File: config.mk
export PLATFORM = sky130hd
export DESIGN_NAME = mem_interface_flat
export DESIGN_NICKNAME = d
export VERILOG_FILES = /design/src/rtl/mem_if.sv /design/src/rtl/mem_interface.sv /design/src/flat_wrapper.sv
export SDC_FILE = /design/constraint.sdc
export NUM_CORES = 1
export LEC_CHECK = 0
export BUFFER_PORTS_ARGS = -buffer_cell sky130_fd_sc_hd__buf_2
export CAP_MARGIN = 20
export CORE_MARGIN = 1.5
export CORE_UTILIZATION = 45
export CTS_CLUSTER_DIAMETER = 40
export DETAILED_ROUTE_END_ITERATION = 16
export PLACE_DENSITY = 0.76
export SLEW_MARGIN = 20
export SYNTH_ARGS = -nofsm -noshare
export SYNTH_HDL_FRONTEND = slang
export SYNTH_SLANG_ARGS = --single-unit
File: constraint.sdc
create_clock -name clk -period 2.3 [get_ports clk]
set_input_delay 0.115 -clock clk [delete_from_list [all_inputs] [get_ports clk]]
set_output_delay 0.115 -clock clk [all_outputs]
set_load 0.01 [all_outputs]
File: src/rtl/mem_if.sv
// Bundle of the microsequencer-side handshake and the instruction/data RAM ports.
// The slave modport is the mem_interface view; master is the controller/RAM-model view.
interface mem_if #(
  parameter int DAW = 16
);
  logic           mem_start;
  logic [2:0]     mem_op;
  logic [7:0]     pc;
  logic [DAW-1:0] ar;
  logic [7:0]     mbr_in;

  logic           iram_req;
  logic [7:0]     iram_addr;
  logic           iram_ack;
  logic [7:0]     iram_rdata;

  logic           dram_req;
  logic           dram_we;
  logic [DAW-1:0] dram_addr;
  logic [7:0]     dram_wdata;
  logic           dram_ack;
  logic [7:0]     dram_rdata;

  logic [7:0]     mbru;
  logic [7:0]     mbr;
  logic           busy;
  logic           done;
  logic           err;

  modport slave (
    input  mem_start, mem_op, pc, ar, mbr_in,
    input  iram_ack, iram_rdata, dram_ack, dram_rdata,
    output iram_req, iram_addr, dram_req, dram_we, dram_addr, dram_wdata,
    output mbru, mbr, busy, done, err
  );

  modport master (
    output mem_start, mem_op, pc, ar, mbr_in,
    output iram_ack, iram_rdata, dram_ack, dram_rdata,
    input  iram_req, iram_addr, dram_req, dram_we, dram_addr, dram_wdata,
    input  mbru, mbr, busy, done, err
  );
endinterface

File: src/rtl/mem_interface.sv
// Memory access sequencer: turns a one-cycle mem_start/mem_op command into an
// instruction fetch, data read or data write handshake with an ack timeout.
module mem_interface #(
  parameter int TIMEOUT = 15,
  parameter int DAW     = 16
) (
  input  logic clk,
  input  logic rst_n,
  mem_if.slave bus
);

  typedef enum logic [2:0] {IDLE, IFETCH, DREAD, DWRITE, DONE} state_t;

  localparam int            CW   = $clog2(TIMEOUT + 1);
  localparam logic [CW-1:0] LAST = CW'(TIMEOUT - 1);

  state_t         state, next_state;
  logic [CW-1:0]  wait_cnt;
  logic [7:0]     pc_q;
  logic [DAW-1:0] ar_q;
  logic [7:0]     wdata_q;
  logic [7:0]     mbru_q;
  logic [7:0]     mbr_q;
  logic           err_q;

  logic in_req;
  logic ack;
  logic expired;
  logic op_bad;
  logic accept;

  // The request wait cycle that still sees no ack on count LAST is the
  // TIMEOUT-th one, so the request stays up for exactly TIMEOUT cycles.
  always_comb begin
    in_req  = (state == IFETCH) || (state == DREAD) || (state == DWRITE);
    ack     = 1'b0;
    case (state)
      IFETCH:        ack = bus.iram_ack;
      DREAD, DWRITE: ack = bus.dram_ack;
      default:       ack = 1'b0;
    endcase
    expired = in_req && !ack && (wait_cnt == LAST);
    op_bad  = (bus.mem_op != 3'b000) && (|(bus.mem_op & (bus.mem_op - 3'd1)));
    accept  = (state == IDLE) && bus.mem_start &&
              ((bus.mem_op == 3'b100) || (bus.mem_op == 3'b010) || (bus.mem_op == 3'b001));
  end

  always_ff @(posedge clk or negedge rst_n) begin
    if (!rst_n) state <= IDLE;
    else        state <= next_state;
  end

  always_comb begin
    next_state = state;
    case (state)
      IDLE: begin
        if (bus.mem_start) begin
          case (bus.mem_op)
            3'b100:  next_state = IFETCH;
            3'b010:  next_state = DREAD;
            3'b001:  next_state = DWRITE;
            default: next_state = IDLE;
          endcase
        end
      end
      IFETCH, DREAD, DWRITE: begin
        if (ack || expired) next_state = DONE;
      end
      DONE:    next_state = IDLE;
      default: next_state = IDLE;
    endcase
  end

  always_comb begin
    bus.iram_req   = 1'b0;
    bus.iram_addr  = '0;
    bus.dram_req   = 1'b0;
    bus.dram_we    = 1'b0;
    bus.dram_addr  = '0;
    bus.dram_wdata = '0;
    bus.busy       = 1'b0;
    bus.done       = 1'b0;
    case (state)
      IFETCH: begin
        bus.iram_req  = 1'b1;
        bus.iram_addr = pc_q;
        bus.busy      = 1'b1;
      end
      DREAD: begin
        bus.dram_req  = 1'b1;
        bus.dram_addr = ar_q;
        bus.busy      = 1'b1;
      end
      DWRITE: begin
        bus.dram_req   = 1'b1;
        bus.dram_we    = 1'b1;
        bus.dram_addr  = ar_q;
        bus.dram_wdata = wdata_q;
        bus.busy       = 1'b1;
      end
      DONE:    bus.done = 1'b1;
      default: ;
    endcase
  end

  // Operand capture, wait counter, load targets and the sticky error flag.
  always_ff @(posedge clk or negedge rst_n) begin
    if (!rst_n) begin
      pc_q     <= '0;
      ar_q     <= '0;
      wdata_q  <= '0;
      wait_cnt <= '0;
      mbru_q   <= '0;
      mbr_q    <= '0;
      err_q    <= 1'b0;
    end else begin
      if (accept) begin
        pc_q    <= bus.pc;
        ar_q    <= bus.ar;
        wdata_q <= bus.mbr_in;
      end
      if (!in_req)                      wait_cnt <= '0;
      else if (!ack && !expired)        wait_cnt <= wait_cnt + 1'b1;
      if (state == IFETCH && ack)       mbru_q <= bus.iram_rdata;
      if (state == DREAD && ack)        mbr_q  <= bus.dram_rdata;
      if (expired || (bus.mem_start && (in_req || (state == IDLE && op_bad))))
        err_q <= 1'b1;
    end
  end

  assign bus.mbru = mbru_q;
  assign bus.mbr  = mbr_q;
  assign bus.err  = err_q;

endmodule

File: src/flat_wrapper.sv
// flat-port wrapper written by rule: the top's interface ports become plain ports
module mem_interface_flat 
#(
  parameter int TIMEOUT = 15,
  parameter int DAW     = 16
)
  (clk, rst_n, bus_mem_start, bus_mem_op, bus_pc, bus_ar, bus_mbr_in, bus_iram_ack, bus_iram_rdata, bus_dram_ack, bus_dram_rdata, bus_iram_req, bus_iram_addr, bus_dram_req, bus_dram_we, bus_dram_addr, bus_dram_wdata, bus_mbru, bus_mbr, bus_busy, bus_done, bus_err);
  mem_if #(.DAW(DAW)) bus_i ();
  input  logic clk;
  input  logic rst_n;
  input wire logic [$bits(bus_i.mem_start)-1:0] bus_mem_start;
  input wire logic [$bits(bus_i.mem_op)-1:0] bus_mem_op;
  input wire logic [$bits(bus_i.pc)-1:0] bus_pc;
  input wire logic [$bits(bus_i.ar)-1:0] bus_ar;
  input wire logic [$bits(bus_i.mbr_in)-1:0] bus_mbr_in;
  input wire logic [$bits(bus_i.iram_ack)-1:0] bus_iram_ack;
  input wire logic [$bits(bus_i.iram_rdata)-1:0] bus_iram_rdata;
  input wire logic [$bits(bus_i.dram_ack)-1:0] bus_dram_ack;
  input wire logic [$bits(bus_i.dram_rdata)-1:0] bus_dram_rdata;
  output wire logic [$bits(bus_i.iram_req)-1:0] bus_iram_req;
  output wire logic [$bits(bus_i.iram_addr)-1:0] bus_iram_addr;
  output wire logic [$bits(bus_i.dram_req)-1:0] bus_dram_req;
  output wire logic [$bits(bus_i.dram_we)-1:0] bus_dram_we;
  output wire logic [$bits(bus_i.dram_addr)-1:0] bus_dram_addr;
  output wire logic [$bits(bus_i.dram_wdata)-1:0] bus_dram_wdata;
  output wire logic [$bits(bus_i.mbru)-1:0] bus_mbru;
  output wire logic [$bits(bus_i.mbr)-1:0] bus_mbr;
  output wire logic [$bits(bus_i.busy)-1:0] bus_busy;
  output wire logic [$bits(bus_i.done)-1:0] bus_done;
  output wire logic [$bits(bus_i.err)-1:0] bus_err;
  assign bus_i.mem_start = bus_mem_start;
  assign bus_i.mem_op = bus_mem_op;
  assign bus_i.pc = bus_pc;
  assign bus_i.ar = bus_ar;
  assign bus_i.mbr_in = bus_mbr_in;
  assign bus_i.iram_ack = bus_iram_ack;
  assign bus_i.iram_rdata = bus_iram_rdata;
  assign bus_i.dram_ack = bus_dram_ack;
  assign bus_i.dram_rdata = bus_dram_rdata;
  assign bus_iram_req = bus_i.iram_req;
  assign bus_iram_addr = bus_i.iram_addr;
  assign bus_dram_req = bus_i.dram_req;
  assign bus_dram_we = bus_i.dram_we;
  assign bus_dram_addr = bus_i.dram_addr;
  assign bus_dram_wdata = bus_i.dram_wdata;
  assign bus_mbru = bus_i.mbru;
  assign bus_mbr = bus_i.mbr;
  assign bus_busy = bus_i.busy;
  assign bus_done = bus_i.done;
  assign bus_err = bus_i.err;
  mem_interface #(.TIMEOUT(TIMEOUT), .DAW(DAW)) u_core (.clk(clk), .rst_n(rst_n), .bus(bus_i));
endmodule
# After elaboration in Yosys (flattened, before gate mapping)

Index checks and enable logic that the tools add are counted.

Memories kept: 0
Latch bits: 0
Bits in read-only memories: 0
Bits in writable memories: 0
Bits of input ports: 56
Logic and storage cells: 62
Flip-flop bits (word level): 56

Magnitude comparators: 0
Mux-type cells: 15
Add/sub/neg operators: 2
Multipliers: 0
Div/mod/pow operators: 0
Bitwise operators: 1
Shift-type cells: 0
Equal/unequal tests: 11
Reduce and logical (&&, ||, !) cells: 25

Operators with widths:

| operator            | count |
|---|---|
| $mux 16             | 1 |
| $mux 8              | 2 |
| $logic_and 1x1->1   | 10 |
| $eq 3x2->1 const B  | 3 |
| $mux 4              | 2 |
| $logic_or 1x1->1    | 7 |
| $eq 3x1->1 const B  | 2 |
| $eq 3x3->1 const B  | 2 |
| $mux 3              | 2 |
| $pmux 2 s3          | 1 |
| $pmux 3 s2          | 1 |
| $reduce_or 3->1     | 2 |
| $mux 1              | 5 |
| $add 4x1->4 const B | 1 |
| $eq 4x4->1 const B  | 1 |
| $ne 2x2->1 const B  | 2 |
| $and 3x3->3         | 1 |
| $logic_not 3->1     | 1 |
| $reduce_bool 3->1   | 1 |
| $sub 3x1->3 const B | 1 |
| $logic_not 1->1     | 2 |
| $ne 2x1->1 const B  | 1 |
| $pmux 1 s2          | 1 |
| $reduce_and 2->1    | 1 |
| $reduce_or 2->1     | 1 |

# Logic depth before layout (Yosys ltp)

Depth in word-level cells: 10
Mapped depth: 6
Mapped depth without buffers: 5

# Worst setup path before layout

No wires, ideal clock.

Path kind: register to register
Start: register u_core.state[2]
End: register u_core.mbr_q[0] (netlist: u_core.bus.mbr[0])
Required time: 2175 ps
Setup time: 125 ps
Stages on the path, launching flop included: 7
Path buffers: 3
Arrival: 1449 ps
Slack: 726 ps
Cell sequence: dfrtp_1 > buf_6 > nor2b_1 > clkbuf_1 > and3b_1 > buf_4 > mux2_2

Word-level cells in the longest chain between the ends: 4
Elaborated cells on any way between the ends: 6
Those cells by class: eq/ne (3); mux (1); reduce/logical (2)

RTL lines:

| what                             | RTL line                                  | source |
|---|---|---|
| from (decl)                      | mem_interface.sv:17                       | `state_t state, next_state;` |
| from (signal assigned)           | mem_interface.sv:50                       | `else state <= next_state;` |
| $eq 3x2->1 (on tied branches)    | mem_interface.sv:37, mem_interface.sv:125 |  |
| $reduce_or 2->1 (no source line) | --                                        |  |
| $pmux 1 s2                       | mem_interface.sv:37                       | `case (state)` |
| $logic_and 1x1->1 *              | mem_interface.sv:125                      | `if (state == DREAD && ack) mbr_q <= bus.dram_rdata;` |
| to (signal assigned)             | mem_interface.sv:125                      |  |
| to (decl)                        | mem_interface.sv:23                       | `logic [7:0] mbr_q;` |

Mark *: on every way between the ends. The rest lies on a longest branch, timed or not.
A chain may end at the register's enable or synchronous reset.

# Final worst setup path

Start: register u_core.state[2]
End: output port bus_dram_wdata[1]

Word-level cells in the longest chain between the ends: 2

RTL lines:

| what       | RTL line            | source |
|---|---|---|
| $eq 3x2->1 | mem_interface.sv:83 | `case (state)` |
| $mux 8     | mem_interface.sv:83 |  |
| to (decl)  | flat_wrapper.sv:25  | `output wire logic [$bits(bus_i.dram_wdata)-1:0] bus_dram_wdata;` |

Every way passes these cells.

==> results.md <==
* Die width at approximately 80 um
* Detailed-route wire length per cell at roughly 14 um
* Dpl cell area at 3330 um2
* Synth cell types at 36
* First-pass GRT wire length at 8600 um
* Tcrit/Tclk final at 84.9%
* Cell family with most CP delay: simple AND/OR/NAND/NOR gates
* Final WS setup at between 0.3 and 0.4 ns
* Initial antenna violation count at 0
* Synth Net Count at between 200 and 300
* Yosys reg bits at between 50 and 60
* Path type of the worst min-delay path: in -> reg
* CP Data Required Time at between 2 and 2.5 ns
* Crit Path Class: reg -> out
* Vias/cell at approximately 5
* PortBufs at 109
* Worst-Margin Slew at 0.542 ns
* Startpoint Class: flop
* Post_cts resized at 0
* Clk pin slew, worst setup/hold paths at roughly 0.10 ns
* Final Hold Fails at 0
* PD cells at 1110 nW/um2
* CORE AREA at around 6000 um2
* Min cycle time layout at between 1.5 and 2 ns
* Max-cap viol count at 0
* Max frequency at just over 500 MHz
* Number of buffers on the longest clock path at 2
* Most frequent cells in the layout: buf_2 (109), dfrtp_1 (56), and2_1 (32), mux2_4 (30), mux2_2 (18)
* Peak VDD IR at about 0.52 mV
* WHS at between 0.015 and 0.02 ns
* Nets at about 370
* H-tree levels at 2
* Pleak at between 1.5 and 2 nW
* Initial Util at 46.2%
* Worst skew pair latency at just over 0.3 ns
* Synth area leader: dfrtp_1
* Post-Syn Area at about 2700 um2
* RSZ-0062 raised after global routing: false
* Core Rows at 28
* IO Pins at 110
* Routability cong. at 0.794
* Gr ovfl total at 0
* Crit path largest cell delay at between 0.5 and 0.6 ns
* Area Overhead vs Synth at 26.8%
* Non-filler cells, final at 386
* Antenna cells at 0
* Worst path bufs/invs at 1
* Num Clock Sinks at 56
* Largest net degree at the start of global routing at 25
* Chip height at ~81 um
* CP cell instances: nand2b_1 > nor2_1 > and2_1 > buf_2
* CTS Buf Count at 5
* Fin. max-slew vios at 0
* Setup repair bufs after CTS at 0
* Slowest-stage cell, CP: dfrtp_1
* Post-placement setup slack at approximately 0.44 ns
* GRT Overall Usage at about 17%
* CTS tree: built
* Layout cells sized above 1 at between 50% and 60%
* Avg Inst Size Synth at 13.7 um2
* Final setup vio count at 0
* Area share of the largest cell type after synthesis at between 50% and 60%
* Fill cells at 495
* Sum Neg Setup Slack at 0 ns
* DRT antenna net count at 0
* Most common cell after layout, fill and taps aside: buf_2
* Remaining DRCs at 0
* Vias at 1923
* Die ar. at ~6500 um2
* Ranking of synthesized cells by area: dfrtp_1 (52%), mux2_4 (17%), mux2_2 (7.5%)
* Warning count from the yosys run at 0
* Post-DP HPWL at between 4000 and 5000 um
* Vias in the first global route at about 1900
* Max FO, Critical Path at 10
* Status: finished clean
* Mapped Cells at 198
* Placed cells at approximately 380
* Fin area at 3430 um2
* DRT iter0 DRCs at 38
* Max-slew headroom at a little under two thirds
* Root Buffer: clkbuf_8
* Fin Clk Skew at between 0.007 and 0.008 ns
* CP endpoint kind: output port
* Crit path DAT at approximately 1.8 ns
* Final WL at around 5400 um
* Sequential area share after synthesis at 51.8%
* Pre-Repair DR Iteration Count at 4
-- what timing repair did --
item	CTS	global route
hold endpoints to repair	13	0
endpoints found under the setup margin	0	0
hold buffers	1	0
-- cell type report --
cell class	count	area, um2	share of cell area, %
inverters	7	26.3	0.766
well taps	75	93.8	2.74
flip-flops and latches	56	1400	40.9
multi-input cells	125	1210	35.2
clock inverters	3	25.0	0.730
repair buffers	115	606	17.7
clock buffers	5	68.8	2.01
-- through the flow --
step                      total power [W]  utilization [%]
after floorplan                   0.00277                -
after global placement            0.00320             56.8
after detailed placement          0.00328             56.8
after CTS                         0.00384             58.6
after global routing              0.00407             58.6
final                             0.00379             58.6
-- power by group --
part           internal, W  switching, W
Sequential         0.00144      0.000277
Combinational     0.000911      0.000607
Clock             0.000223      0.000332
-- worst reg2reg max path, delay by kind of cell (launching register included) --
kind                   cells  cell delay (ns)
flip-flops                 1             0.51
multiplexers               1             0.33
AND/OR/NAND/NOR            1             0.42
buffers and inverters      1             0.25
AO/OA/AOI/OAI              1             0.25
-- synthesized netlist by cell type --
cell / count
a211oi_1: 1
a21oi_1: 1
a221oi_2: 1
a311o_1: 1
and2_1: 32
and3_1: 2
and3b_1: 1
buf_1: 1
buf_2: 2
buf_4: 1
buf_6: 4
clkbuf_1: 2
dfrtp_1: 56
ha_1: 2
inv_1: 7
mux2_2: 18
mux2_4: 30
mux2i_1: 3
nand2_1: 3
nand2b_1: 2
nand3_1: 4
nand3b_1: 2
nand4_1: 1
nand4bb_1: 1
nor2_1: 4
nor2b_1: 1
nor3_1: 1
nor4b_4: 1
nor4bb_1: 1
o211ai_4: 1
o21ai_0: 4
o21ba_2: 1
o22ai_1: 2
o41ai_1: 1
or3b_2: 1
xor2_1: 2
-- cell families (layout without fill, tap and decap cells) --
kind of cell	Yosys count	in the layout	synth area share, %
and+or+nand+nor	57	57	13.6
DFF	56	56	51.8
muxes	51	51	25.3
buffers and inverters	17	130	3.70
AOI/OAI and AO/OA	13	13	4.07
adders and majority gates	2	2	0.925
xor gates and xnor gates	2	2	0.648
-- final timing paths --
| kind | to | cells after the start | slack (ns) | from |
|---|---|---|---|---|
| setup / recovery | bus_dram_wdata[1] | 4 | 0.35 | u_core.state[2]$_DFFE_PN0P_ |
| hold / removal | u_core.state[0]$_DFFE_PN0P_ | 2 | 0.02 | bus_mem_op[1] |
| setup reg to reg | u_core.pc_q[4]$_DFFE_PN0P_ | 4 | 0.43 | u_core.state[2]$_DFFE_PN0P_ |
| hold reg to reg | u_core.bus.err$_DFFE_PN0P_ | 1 | 0.49 | u_core.bus.err$_DFFE_PN0P_ |
| max in group asynchronous | u_core.wait_cnt[1]$_DFFE_PN0P_ | 3 | 1.49 | rst_n |
| min in group asynchronous | u_core.bus.mbru[5]$_DFFE_PN0P_ | 2 | 0.21 | rst_n |
-- registers in the layout (all words and copies together) (netlist names) --
register and flops:
u_core.pc_q 8, u_core.bus.mbr 8, u_core.wait_cnt 4, u_core.ar_q 16, u_core.bus.mbru 8, u_core.wdata_q 8
u_core.bus.err 1, u_core.state 3
-- metal layers --
| layer | wire (um) | vias up | GRT usage (%) |
|---|---|---|---|
| met1 | 2170 | 937 | 20.0 |
| met2 | 2710 | 75 | 31.1 |
| met3 | 428 | 7 | 5.00 |
| li1 | - | 904 | - |
| met5 | 0 | - | 0 |
| met4 | 73 | 0 | 5.17 |
Note: power is estimated with default switching activity, not from simulation.
